### src/rtl/stream_max_min.sv
// rtl/stream_max_min.sv - streaming frame max/min/argmax with registered valid/ready result port
module stream_max_min #(
  parameter int WIDTH     = 8,
  parameter int FRAME_LEN = 3,
  parameter int IDX_W     = 8
) (
  input  logic             i_clk,
  input  logic             i_rst_n,
  input  logic             i_in_valid,
  output logic             o_in_ready,
  input  logic [WIDTH-1:0] i_in_data,
  output logic             o_out_valid,
  input  logic             i_out_ready,
  output logic [WIDTH-1:0] o_out_max,
  output logic [WIDTH-1:0] o_out_min,
  output logic [IDX_W-1:0] o_out_max_idx
);

  typedef enum logic {
    ST_ACCUM = 1'b0,
    ST_HOLD  = 1'b1
  } state_t;

  localparam logic [IDX_W-1:0] LP_LAST_IDX = IDX_W'(FRAME_LEN - 1);

  state_t           r_state;
  logic [IDX_W-1:0] r_count;
  logic [WIDTH-1:0] r_run_max;
  logic [WIDTH-1:0] r_run_min;
  logic [IDX_W-1:0] r_run_idx;
  logic             r_in_ready;
  logic             r_out_valid;
  logic [WIDTH-1:0] r_out_max;
  logic [WIDTH-1:0] r_out_min;
  logic [IDX_W-1:0] r_out_max_idx;

  logic             w_accept;
  logic             w_first;
  logic             w_last;
  logic             w_take_max;
  logic             w_take_min;
  logic [WIDTH-1:0] w_next_max;
  logic [WIDTH-1:0] w_next_min;
  logic [IDX_W-1:0] w_next_idx;

  // Running extrema including the sample being offered; ties on max move the index to the later sample
  always_comb begin
    w_accept   = r_in_ready && i_in_valid;
    w_first    = (r_count == '0);
    w_last     = (r_count == LP_LAST_IDX);
    w_take_max = w_first || (i_in_data >= r_run_max);
    w_take_min = w_first || (i_in_data < r_run_min);
    w_next_max = w_take_max ? i_in_data : r_run_max;
    w_next_min = w_take_min ? i_in_data : r_run_min;
    w_next_idx = r_run_idx;
    if (w_first) begin
      w_next_idx = '0;
    end else if (w_take_max) begin
      w_next_idx = r_count;
    end
  end

  // Two-state controller: accumulate a frame, then hold the result until the consumer takes it
  always_ff @(posedge i_clk or negedge i_rst_n) begin
    if (!i_rst_n) begin
      r_state       <= ST_ACCUM;
      r_count       <= '0;
      r_run_max     <= '0;
      r_run_min     <= '0;
      r_run_idx     <= '0;
      r_in_ready    <= 1'b1;
      r_out_valid   <= 1'b0;
      r_out_max     <= '0;
      r_out_min     <= '0;
      r_out_max_idx <= '0;
    end else begin
      case (r_state)
        ST_ACCUM: begin
          if (w_accept) begin
            r_run_max <= w_next_max;
            r_run_min <= w_next_min;
            r_run_idx <= w_next_idx;
            if (w_last) begin
              r_count       <= '0;
              r_out_max     <= w_next_max;
              r_out_min     <= w_next_min;
              r_out_max_idx <= w_next_idx;
              r_out_valid   <= 1'b1;
              r_in_ready    <= 1'b0;
              r_state       <= ST_HOLD;
            end else begin
              r_count <= r_count + IDX_W'(1);
            end
          end
        end
        ST_HOLD: begin
          if (i_out_ready) begin
            r_out_valid <= 1'b0;
            r_in_ready  <= 1'b1;
            r_state     <= ST_ACCUM;
          end
        end
        default: begin
          r_state     <= ST_ACCUM;
          r_count     <= '0;
          r_out_valid <= 1'b0;
          r_in_ready  <= 1'b1;
        end
      endcase
    end
  end

  assign o_in_ready    = r_in_ready;
  assign o_out_valid   = r_out_valid;
  assign o_out_max     = r_out_max;
  assign o_out_min     = r_out_min;
  assign o_out_max_idx = r_out_max_idx;

endmodule

### config.mk
export PLATFORM = sky130hd
export DESIGN_NAME = stream_max_min
export DESIGN_NICKNAME = d
export VERILOG_FILES = /design/src/rtl/stream_max_min.sv
export SDC_FILE = /design/constraint.sdc
export NUM_CORES = 1
export LEC_CHECK = 0
export BUFFER_PORTS_ARGS = -buffer_cell sky130_fd_sc_hd__buf_2
export CORE_MARGIN = 2
export CORE_UTILIZATION = 50
export DETAILED_ROUTE_END_ITERATION = 10
export GPL_TIMING_DRIVEN = 0
export PLACE_DENSITY = 0.7
export SLEW_MARGIN = 20
export SYNTH_ARGS = -nofsm -noshare
export SYNTH_HDL_FRONTEND = slang
export SYNTH_SLANG_ARGS = --single-unit
### constraint.sdc
create_clock -name i_clk -period 3 [get_ports i_clk]
set_input_delay 0 -clock i_clk [delete_from_list [all_inputs] [get_ports i_clk]]
set_output_delay 0 -clock i_clk [all_outputs]
set_load 0.03 [all_outputs]
==> flow_summary.json <==
{
  "status": "finished, final reports clean",
  "root_buffer": "clkbuf_8",
  "criticalPathCategory": "flip-flop to flip-flop",
  "drt_first_iter_violations": 173,
  "die_y_um": 82.5,
  "drtAntennaViolNets": 0,
  "cts_buffers": 9,
  "grt_pass1_wl_um": 11200,
  "seq_area_frac_synth_pct": 47.9,
  "yosysWarnings": 0,
  "fin_crit_ns": 2.46,
  "core_area_mm2": 0.00596,
  "vias": 2427,
  "worst_pin_slew_ns": 0.741,
  "antenna_found_initial": 0,
  "wl_per_cell_um": 15.9,
  "worstPathMaxFanout": 9,
  "end_kind": "flip-flop",
  "hold_viol_final": 0,
  "post-synth-top-count-cell": "dfrtp_1",
  "drc": 0,
  "max_freq_mhz": 406,
  "cts_setup_buffers": 0,
  "wirelength_um": 6960,
  "min_path_type": "input port to flip-flop",
  "drt_pass1_iterations": 5,
  "yosysTopAreaCell": "dfrtp_1",
  "ys_ff_latch": 59,
  "setup-tns-final_ns": 0,
  "rows": 28,
  "period_share_pct": 82.2,
  "ys_types": 39,
  "ir_drop_uv": 530,
  "grt_pass1_vias": 2297,
  "synth-main-ff-cell": "dfrtp_1",
  "post_cts_resized": 0,
  "syn_inst": 299,
  "antenna_cells": 0,
  "p_leak_nw": 1.81,
  "grt_setup_unrepaired": "no",
  "fin_worst_skew_ns": 0.00900,
  "final_max_slew_viol_count": 0,
  "synth_area_mm2": 0.00308,
  "routed_via_density": 5.55,
  "syn_to_final_growth_pct": 19.7,
  "clock_latency_ns": 0.34,
  "port_buffers": 37,
  "die_w_um": 82.5,
  "drv_cap": 0,
  "gp_congestion": 0.810,
  "finalSetupViolCount": 0,
  "cp.required_ns": 3.22,
  "clkTransAtPathRegs_ns": 0.07,
  "async_flop_share_pct": 100,
  "netlist_top_cells_area": "dfrtp_1, ha_1, nand2_1",
  "final_nets": 387,
  "grt_start_max_net_pins": 60,
  "dp_hpwl_um": 5060,
  "slew_headroom_pct": 50.6,
  "netlist.area_leader.share_pct": 47.1,
  "cts.sinks": 59,
  "power.density_mw_per_mm2": 1040,
  "synth_edf_count": 0,
  "start_util_pct": 51.7,
  "io_pins": 38,
  "grt.overflow.total": 0,
  "tritoncts": "built",
  "critPathLaunchType": "flip-flop",
  "cts_htree_levels": 3,
  "postSynthAreaPerCell_um2": 10.3,
  "synth_common_cells": "dfrtp_1, nand2_1, o21ai_0",
  "synth_fp_nets": 329,
  "arrival_ns": 2.69,
  "cts_buffer_depth": 2,
  "grt_usage_pct": 22.3,
  "layout-drive-gt1-share_pct": 24.0,
  "fp.dieArea_mm2": 0.00681,
  "instances_no_fill": 437,
  "place_inst": 411
}
layer usage:
| metal | GRT usage (%) | vias to the layer above | part of all wire [%] |
|---|---|---|---|
| met1 | 32.1 | 1164 | 47 |
| met3 | 3.15 | 14 | 4.9 |
| met2 | 33.4 | 78 | 46 |
| li1 | - | 1171 | - |
| met4 | 10.3 | 0 | 1.7 |
| met5 | 0 | - | 0 |
critical path: stages, from the launching register on:
cell and delay (ns):
dfrtp_1 0.37, inv_1 0.05, ha_1 0.30, and3_1 0.22
a221oi_2 0.33, o31ai_4 0.20, a21oi_2 0.47, mux2_2 0.39
power breakdown:
group / leakage (nW) / internal, mW / switching (mW)
Sequential: 0.754 / 1.09 / 0.227
Clock: 0.119 / 0.508 / 0.316
Combinational: 0.940 / 0.639 / 1.05
Total: 1.81 / 2.24 / 1.59
sequential cells by signal (all words and copies together), names as in the netlist:
name / cells
o_out_max: 8
r_run_min: 8
r_run_idx: 8
r_count: 8
r_state: 1
r_run_max: 8
o_in_ready: 1
o_out_min: 8
o_out_max_idx: 8
o_out_valid: 1
worst paths after layout:
kind,from,endpoint,slack [ns],depth (start not counted)
setup / recovery,r_run_min[7],r_run_min[4],0.54,7
hold / removal,i_in_valid,r_count[0],0.18,4
setup reg to reg,r_run_min[7],r_run_min[4],0.54,7
hold reg to reg,o_out_max_idx[6],o_out_max_idx[6],0.48,2
max in group asynchronous,i_rst_n,o_out_max[7],2.24,2
min in group asynchronous,i_rst_n,r_count[5],0.27,2
layout make-up:
cell class	instances	area (um^2)
plain buffers	13	75.1
clock buffers	11	151
clock inverters	5	75.1
fillers	503	2270
inverters	20	75.1
multi-input cells	207	1450
flip-flops and latches	59	1480
well taps	75	93.8
repair buffers	47	288
cell usage in the layout, fill, tap and decap left out, types with 10 or more instances in the layout:
cell / count
o21ai_0: 27
nor2_1: 10
buf_2: 38
mux2_2: 14
clkbuf_8: 11
nand3_1: 21
nand4_1: 22
dfrtp_1: 58
nand2_1: 46
ha_1: 18
inv_1: 20
dlygate4sd3_1: 10
cells by family after synthesis:
group                    synth area share [%]
multiplexers                             9.66
XOR/XNOR                                 1.42
AO/OA/AOI/OAI                            9.74
AND/OR/NAND/NOR                          19.0
buffers and inverters                    4.87
adder cells (fa/ha/maj)                  7.31
flip-flops                               47.9
timing repair:
action | CTS | global route
endpoints found under the hold margin | 76 | 0
endpoints found under the setup margin | 0 | 0
hold buffers | 10 | 0
metrics by stage:
stage / utilization, % / total power, mW / hold slack, ns / instance area, um^2 / setup slack [ns]
6_report: 62.0 / 3.83 / 0.182 / 3690 / 0.535
3_3_place_gp: 56.4 / 2.92 / 0.203 / 3360 / 0.602
3_5_place_dp: 56.5 / 2.99 / 0.118 / 3360 / 0.546
2_1_floorplan: - / 2.53 / -0.296 / 3080 / 0.827
4_1_cts: 62.0 / 3.84 / 0.182 / 3690 / 0.509
5_1_grt: 62.0 / 4.08 / 0.230 / 3690 / 0.369
(Power assumes the default switching activity.)
